--- src/rtl/rename_reg_file.sv ---
// Rename register file (V/Q tables): dual commit with tag elimination, zero-cycle bypassed reads.
// Checkpoint stack for branch recovery is built only when RF_CKPT_EN is defined.
module rename_reg_file #(
  parameter int XLEN     = 32,
  parameter int REG_NUM  = 32,
  parameter int ROB_W    = 4,
  parameter int RD_PORTS = 2,
  parameter int CKPT_NUM = 4,
  localparam int RW = $clog2(REG_NUM),
  localparam int CW = $clog2(CKPT_NUM)
) (
  input  logic                      clk,
  input  logic                      rst,
  input  logic [RD_PORTS*RW-1:0]    rd_idx,
  output logic [RD_PORTS*XLEN-1:0]  rd_V,
  output logic [RD_PORTS*ROB_W-1:0] rd_Q,
  input  logic                      alloc_en,
  input  logic [RW-1:0]             alloc_rd,
  input  logic [ROB_W-1:0]          alloc_Q,
  input  logic [1:0]                cmt_en,
  input  logic [2*RW-1:0]           cmt_rd,
  input  logic [2*ROB_W-1:0]        cmt_Q,
  input  logic [2*XLEN-1:0]         cmt_V,
  input  logic                      flush,
  input  logic                      ckpt_save,
  output logic [CW-1:0]             ckpt_save_id,
  output logic                      ckpt_full,
  input  logic                      ckpt_restore,
  input  logic [CW-1:0]             ckpt_restore_id,
  input  logic                      ckpt_release
);
  typedef logic [ROB_W-1:0] tag_t;
  typedef logic [RW-1:0]    idx_t;

  logic [XLEN-1:0] v_q   [REG_NUM];
  logic [XLEN-1:0] v_nxt [REG_NUM];
  tag_t            q_q   [REG_NUM];
  tag_t            q_nxt [REG_NUM];
  tag_t            rest_q[REG_NUM];

  idx_t            c_rd  [2];
  tag_t            c_tag [2];
  logic [XLEN-1:0] c_val [2];
  logic [1:0]      c_wr;
  logic [1:0]      c_elim;
  logic            alloc_act;
  logic            restore_act;

  always_comb begin
    for (int p = 0; p < 2; p++) begin
      c_rd[p]  = cmt_rd[p*RW +: RW];
      c_tag[p] = cmt_Q[p*ROB_W +: ROB_W];
      c_val[p] = cmt_V[p*XLEN +: XLEN];
      c_wr[p]  = cmt_en[p] && (cmt_rd[p*RW +: RW] != '0);
    end
    // same destination on both ports: only the younger tag may eliminate
    c_elim[1] = c_wr[1];
    c_elim[0] = c_wr[0] && !(c_wr[1] && (c_rd[1] == c_rd[0]));
  end

  function automatic tag_t apply_elim(input tag_t cur, input idx_t r);
    tag_t res;
    res = cur;
    for (int p = 0; p < 2; p++)
      if (c_elim[p] && (c_rd[p] == r) && (c_tag[p] == cur))
        res = '0;
    return res;
  endfunction

  assign alloc_act = alloc_en && (alloc_rd != '0) && !flush && !restore_act;

  always_comb begin
    for (int r = 0; r < REG_NUM; r++) begin
      q_nxt[r] = apply_elim(q_q[r], idx_t'(r));
      if (alloc_act && (alloc_rd == idx_t'(r)))
        q_nxt[r] = alloc_Q;
      if (restore_act)
        q_nxt[r] = rest_q[r];
      if (flush || (r == 0))
        q_nxt[r] = '0;
      v_nxt[r] = v_q[r];
      if (c_wr[0] && (c_rd[0] == idx_t'(r)))
        v_nxt[r] = c_val[0];
      if (c_wr[1] && (c_rd[1] == idx_t'(r)))
        v_nxt[r] = c_val[1];
      if (r == 0)
        v_nxt[r] = '0;
    end
  end

  // Reads see this cycle's writes; outputs are held at zero while reset is asserted.
  always_comb begin
    rd_V = '0;
    rd_Q = '0;
    if (rst) begin
      for (int c = 0; c < RD_PORTS; c++) begin
        rd_V[c*XLEN +: XLEN]   = v_nxt[rd_idx[c*RW +: RW]];
        rd_Q[c*ROB_W +: ROB_W] = q_nxt[rd_idx[c*RW +: RW]];
      end
    end
  end

  always_ff @(posedge clk or negedge rst) begin
    if (!rst) begin
      for (int r = 0; r < REG_NUM; r++) begin
        v_q[r] <= '0;
        q_q[r] <= '0;
      end
    end else begin
      for (int r = 0; r < REG_NUM; r++) begin
        v_q[r] <= v_nxt[r];
        q_q[r] <= q_nxt[r];
      end
    end
  end

`ifdef RF_CKPT_EN
  tag_t          ckpt_q [CKPT_NUM][REG_NUM];
  logic [CW-1:0] head_q;
  logic [CW-1:0] tail_q;
  logic [CW:0]   cnt_q;
  logic          save_act;
  logic          rel_act;

  assign restore_act  = ckpt_restore && !flush;
  assign ckpt_full    = (cnt_q == (CW+1)'(CKPT_NUM));
  assign ckpt_save_id = tail_q;
  assign save_act     = ckpt_save && !flush && !restore_act && !ckpt_full;
  assign rel_act      = ckpt_release && !flush && !restore_act && (cnt_q != '0);

  always_comb begin
    for (int r = 0; r < REG_NUM; r++)
      rest_q[r] = apply_elim(ckpt_q[ckpt_restore_id][r], idx_t'(r));
  end

  // Elimination touches every slot; a dead slot is always rewritten by its next save.
  always_ff @(posedge clk) begin
    for (int s = 0; s < CKPT_NUM; s++)
      for (int r = 0; r < REG_NUM; r++)
        ckpt_q[s][r] <= (save_act && (tail_q == CW'(s))) ? q_nxt[r]
                                                          : apply_elim(ckpt_q[s][r], idx_t'(r));
  end

  always_ff @(posedge clk or negedge rst) begin
    if (!rst) begin
      head_q <= '0;
      tail_q <= '0;
      cnt_q  <= '0;
    end else if (flush) begin
      head_q <= tail_q;
      cnt_q  <= '0;
    end else if (restore_act) begin
      tail_q <= ckpt_restore_id + 1'b1;
      cnt_q  <= {1'b0, ckpt_restore_id - head_q} + 1'b1;
    end else begin
      if (save_act)
        tail_q <= tail_q + 1'b1;
      if (rel_act)
        head_q <= head_q + 1'b1;
      if (save_act && !rel_act)
        cnt_q <= cnt_q + 1'b1;
      else if (rel_act && !save_act)
        cnt_q <= cnt_q - 1'b1;
    end
  end
`else
  logic unused_ckpt;

  assign restore_act  = 1'b0;
  assign ckpt_full    = 1'b1;
  assign ckpt_save_id = '0;
  assign unused_ckpt  = ^{ckpt_save, ckpt_restore, ckpt_restore_id, ckpt_release};

  always_comb begin
    for (int r = 0; r < REG_NUM; r++)
      rest_q[r] = '0;
  end
`endif

endmodule

--- config.mk ---
export PLATFORM = sky130hd
export DESIGN_NAME = rename_reg_file
export DESIGN_NICKNAME = d
export VERILOG_FILES = /design/src/rtl/rename_reg_file.sv
export SDC_FILE = /design/constraint.sdc
export NUM_CORES = 2
export LEC_CHECK = 0
export CAP_MARGIN = 15
export CORE_AREA = 2 2 308 538
export CTS_CLUSTER_SIZE = 16
export DETAILED_ROUTE_END_ITERATION = 8
export DIE_AREA = 0 0 310 540
export SYNTH_ARGS = -nofsm -noshare
export SYNTH_HDL_FRONTEND = slang
export SYNTH_SLANG_ARGS = --single-unit
--- constraint.sdc ---
create_clock -name clk -period 16.4 [get_ports clk]
set_clock_uncertainty 0.05 [all_clocks]
set_input_delay 4.92 -clock clk [delete_from_list [all_inputs] [get_ports clk]]
set_output_delay 4.92 -clock clk [all_outputs]
set_load 0.005 [all_outputs]
==> summary.log <==
qor: finish.finalNetCount 7582
qor: finish.multiInputGateArea 0.04211 mm²
qor: global_routing.grt_overflow_total 0
qor: yosys.synthAdderAreaFrac 0%
qor: yosys.postSynthCellCount 7677
qor: die.floorplan.initialDensity 44.76%
qor: job.max_cap_violations 0
qor: yosys.synth_sequential_area_ratio 38.32%
qor: cts.cts-root-to-sink-buffers 3
qor: route.vias 66952
qor: global_routing.grt_antenna_before_repair 18
qor: pwr.share_comb_of_total_power 28.3%
qor: cts.clock_insertion_delay_worst_skew 0.78 ns
qor: cts.cts_tree built
qor: pwr.power.share.sequential 40.1%
qor: yosys.synth_edf_count 0
qor: pwr.power.switching 2.898 mW
qor: global_routing.grt_first_pass_wirelength 485500 µm
qor: timing.maxClockFrequency 0.06448 GHz
qor: timing.period_share 94.57%
qor: pwr.powerDensity 109.6 mW/mm²
qor: route.routed_wire_per_std_cell 35.37 µm
qor: timing.rsz0062_at_grt no
qor: yosys.post_synth_simple_gate_area 10.72%
qor: finish.final_cell_mix sky130_fd_sc_hd__mux2i_1, sky130_fd_sc_hd__dfrtp_1, sky130_fd_sc_hd__a21oi_1, sky130_fd_sc_hd__nand2_1, sky130_fd_sc_hd__nor2_1
qor: cts.cts_hold_repair.buffers 0
qor: route.detail_route.first_pass.iterations 7
qor: yosys.synth_xor_xnor_area_share 3.040%
qor: cts.ctsResizeCount 0
qor: setup_path.critical_path_class input port to output pin
qor: cts.ctsHtreeMaxLevel 3
qor: min_path.hold_path.class flip-flop to flip-flop
qor: global_routing.number_of_global_route_vias_before_repair 66063
qor: die.core 0.1628 mm²
qor: timing.setup_viol 0
qor: timing.post-route-min-period 15.51 ns
qor: cts.ctsRootBufferMaster sky130_fd_sc_hd__clkbuf_16
qor: finish.mostFrequentLayoutCell sky130_fd_sc_hd__mux2i_1
qor: finish.area_growth_syn_to_layout 11.82%
qor: route.viasPerCell 6.866
qor: setup_path.crit_path_top_delay_cell sky130_fd_sc_hd__clkdlybuf4s50_1
qor: yosys.combinational_family_with_the_most_area_after_synthesis multiplexers
qor: finish.fraction_of_final_layout_cells_with_drive_strength_greater_than_1 13.01%
qor: die.dieArea 0.1674 mm²
qor: die.fp-row-count 196
qor: pwr.peakVddDrop 91.04 µV
qor: timing.setup_tns 0 ns
qor: pwr.cellLeakagePower 34.42 nW
qor: setup_path.worst_ep_arrival_time 10.54 ns
qor: yosys.muxShareOfSynthArea 26.11%
qor: cts.cts_made_buffers 111
qor: die.fp.dieW 310 µm
qor: placed_design.dp_hpwl 218700 µm
qor: yosys.synth-compound-area-share 17.03%
qor: route.drtIter0Drc 8870
qor: timing.finalMaxSlewViolations 0
qor: route.routed_wirelength 344900 µm
qor: setup_path.cp.required 11.43 ns
qor: placed_design.globalplace.congestion 1.067
qor: setup_path.worstSetupStartpointType input port
qor: run_status.status finished, final reports clean
qor: cts.post_cts_buffers 0
qor: placed_design.port-buffer-count 178
qor: cts.cts_sinks 1116
qor: die.dieHeight 540 µm
qor: route.antenna_violating_nets_post_route 0
qor: yosys.synthesis.area 0.07288 mm²
qor: yosys.netlist-cell-type-count 94
qor: yosys.postSynthRegisterBits 1116
qor: finish.fillCellCount 15128
qor: setup_path.crit_fanout 17
qor: yosys.syn-mean-instance-area 9.493 µm²
qor: die.ios 187
qor: pwr.internal_power 6.031 mW
qor: yosys.most_common_flop_cell_mapped_by_yosys sky130_fd_sc_hd__dfrtp_1
qor: finish.final_core_util 50.05%
qor: timing.timing.slew.headroom 8.586%
qor: setup_path.worstPathCellList clkdlybuf4s50_1 -> nor4bb_4 -> nand3_4 -> buf_4 -> mux2i_1 -> o21ai_0 -> mux4_2 -> o22ai_1 -> o21ai_0 -> buf_4 -> clkdlybuf4s50_1
qor: finish.ff_latch_area 0.02793 mm²
qor: pwr.part_of_the_power_in_the_clock_network 31.6%
qor: pwr.swShare 32.46%
qor: setup_path.critical_path_sink_type output pin
qor: global_routing.grt_max_degree 152
qor: timing.max_slew.worst_pin.slew 1.368 ns
qor: cts.path_clk_slew 0.06 ns
qor: timing.hold_violations 0
qor: setup_path.critical-path-max-stage-delay 1.23 ns
qor: route.number_of_remaining_drc_errors 0
qor: yosys.ys.warnings.count 0
qor: yosys.synthArstFlopShare 100.0%
qor: global_routing.global_route.usage.total 40.48%
## area by class of cell
cell class                 count  area share [%]
clock buffer                 162           4.013
antenna                        9         0.02764
multi-input combinational   5680           51.67
timing repair buffer         516           5.705
clock inverter                45          0.7615
tap                         2178           3.344
sequential                  1116           34.27
inverter                      45          0.2073
## worst paths after layout
| check | end | startpoint | slack (ns) | cells after the start |
|---|---|---|---|---|
| worst max-delay path | rd_V[32] | cmt_rd[1] | 0.89 | 11 |
| worst min-delay path | q_q[43]$_DFF_PN0_ | q_q[43]$_DFF_PN0_ | 0.54 | 1 |
| worst max register to register | q_q[19]$_DFF_PN0_ | q_q[19]$_DFF_PN0_ | 14.24 | 6 |
| worst min register to register | q_q[43]$_DFF_PN0_ | q_q[43]$_DFF_PN0_ | 0.54 | 1 |
| max in group asynchronous | v_q[570]$_DFF_PN0_ | rst | 7.71 | 6 |
| min in group asynchronous | v_q[931]$_DFF_PN0_ | rst | 4.02 | 1 |
## cell families after synthesis
family / count (synthesis)
AND/OR/NAND/NOR: 1859
XOR/XNOR: 253
multiplexers: 1503
buffers and inverters: 882
flip-flops: 1116
other: 2
AO/OA/AOI/OAI: 2062
## synth_stat cells, types with 6 or more instances
cell | instances | area [µm²]
sky130_fd_sc_hd__mux2i_1 | 1183 | 11840
sky130_fd_sc_hd__dfrtp_1 | 1116 | 27930
sky130_fd_sc_hd__nand2_1 | 828 | 3108
sky130_fd_sc_hd__a21oi_1 | 805 | 4029
sky130_fd_sc_hd__nor2_1 | 698 | 2620
sky130_fd_sc_hd__clkbuf_1 | 654 | 2455
sky130_fd_sc_hd__o21ai_0 | 519 | 2597
sky130_fd_sc_hd__mux4_2 | 318 | 7162
sky130_fd_sc_hd__xor2_1 | 140 | 1226
sky130_fd_sc_hd__buf_2 | 117 | 585.6
sky130_fd_sc_hd__xnor2_1 | 113 | 989.7
sky130_fd_sc_hd__a22o_1 | 91 | 797.0
sky130_fd_sc_hd__a22oi_1 | 86 | 645.6
sky130_fd_sc_hd__o21ai_1 | 79 | 395.4
sky130_fd_sc_hd__nand3_1 | 78 | 390.4
sky130_fd_sc_hd__a221oi_1 | 76 | 665.6
sky130_fd_sc_hd__o22ai_1 | 76 | 475.5
sky130_fd_sc_hd__a32oi_1 | 71 | 621.9
sky130_fd_sc_hd__buf_1 | 60 | 225.2
sky130_fd_sc_hd__nor3_1 | 44 | 220.2
sky130_fd_sc_hd__inv_1 | 42 | 157.7
sky130_fd_sc_hd__nand4_1 | 40 | 250.2
sky130_fd_sc_hd__a31oi_1 | 36 | 225.2
sky130_fd_sc_hd__nor4_1 | 36 | 225.2
sky130_fd_sc_hd__o211ai_1 | 31 | 232.7
sky130_fd_sc_hd__nor2b_1 | 27 | 168.9
sky130_fd_sc_hd__a211oi_1 | 23 | 172.7
sky130_fd_sc_hd__nand2b_1 | 19 | 118.9
sky130_fd_sc_hd__and2_1 | 14 | 87.58
sky130_fd_sc_hd__o221ai_1 | 13 | 113.9
sky130_fd_sc_hd__o2111ai_1 | 12 | 105.1
sky130_fd_sc_hd__o311ai_0 | 12 | 105.1
sky130_fd_sc_hd__o31ai_1 | 12 | 90.09
sky130_fd_sc_hd__o32ai_1 | 11 | 96.34
sky130_fd_sc_hd__or2_2 | 11 | 68.82
sky130_fd_sc_hd__a32o_1 | 10 | 100.1
sky130_fd_sc_hd__a21o_1 | 8 | 60.06
sky130_fd_sc_hd__o22a_1 | 8 | 70.07
sky130_fd_sc_hd__a211o_1 | 7 | 61.31
sky130_fd_sc_hd__or4_1 | 7 | 52.55
sky130_fd_sc_hd__a221o_1 | 6 | 60.06
sky130_fd_sc_hd__a41oi_1 | 6 | 52.55
sky130_fd_sc_hd__nand4bb_1 | 6 | 67.56
sky130_fd_sc_hd__o211a_1 | 6 | 60.06
sky130_fd_sc_hd__o311a_1 | 6 | 60.06
## metal layers
layer / vias up / global-route usage, % / routed length (µm) / part of all wire [%]
met5: - / 0 / 123 / 0.036
met4: 18 / 35.02 / 36400 / 11
met3: 1695 / 9.913 / 34120 / 9.9
met2: 4773 / 61.35 / 153300 / 44
met1: 32894 / 47.80 / 120900 / 35
li1: 27572 / - / - / -
## metrics by stage
step,cell area [µm²],worst slack (ns),cells,total power [mW],hold WS [ns]
final,81500,0.8913,9751,8.929,0.5434
after floorplan,72880,4.128,7678,5.282,0.4786
after global routing,81480,1.015,9744,9.253,0.5630
after CTS,81380,1.031,9735,8.859,0.5361
after global placement,77440,1.030,9526,5.956,0.5215
after detailed placement,77490,1.062,9528,6.075,0.5163
## critical path, delay by kind of cell
family | cells | cell delay (ns)
muxes | 2 | 0.47
and+or+nand+nor | 2 | 1.56
AOI/OAI and AO/OA | 3 | 1.05
buffers and inverters | 4 | 2.49
## flip-flops by register name (all words and copies together), names as in the netlist
signal  count
v_q       992
q_q       124
## power groups by stage
stage	clock network (mW)	logic [mW]	registers (mW)
2_1_floorplan	0	1.72	3.56
3_5_place_dp	0	2.45	3.62
5_1_grt	2.93	2.70	3.63
4_1_cts	2.83	2.46	3.57
3_3_place_gp	0	2.37	3.59
6_report	2.82	2.53	3.58
Note: power is estimated with default switching activity, not from simulation.
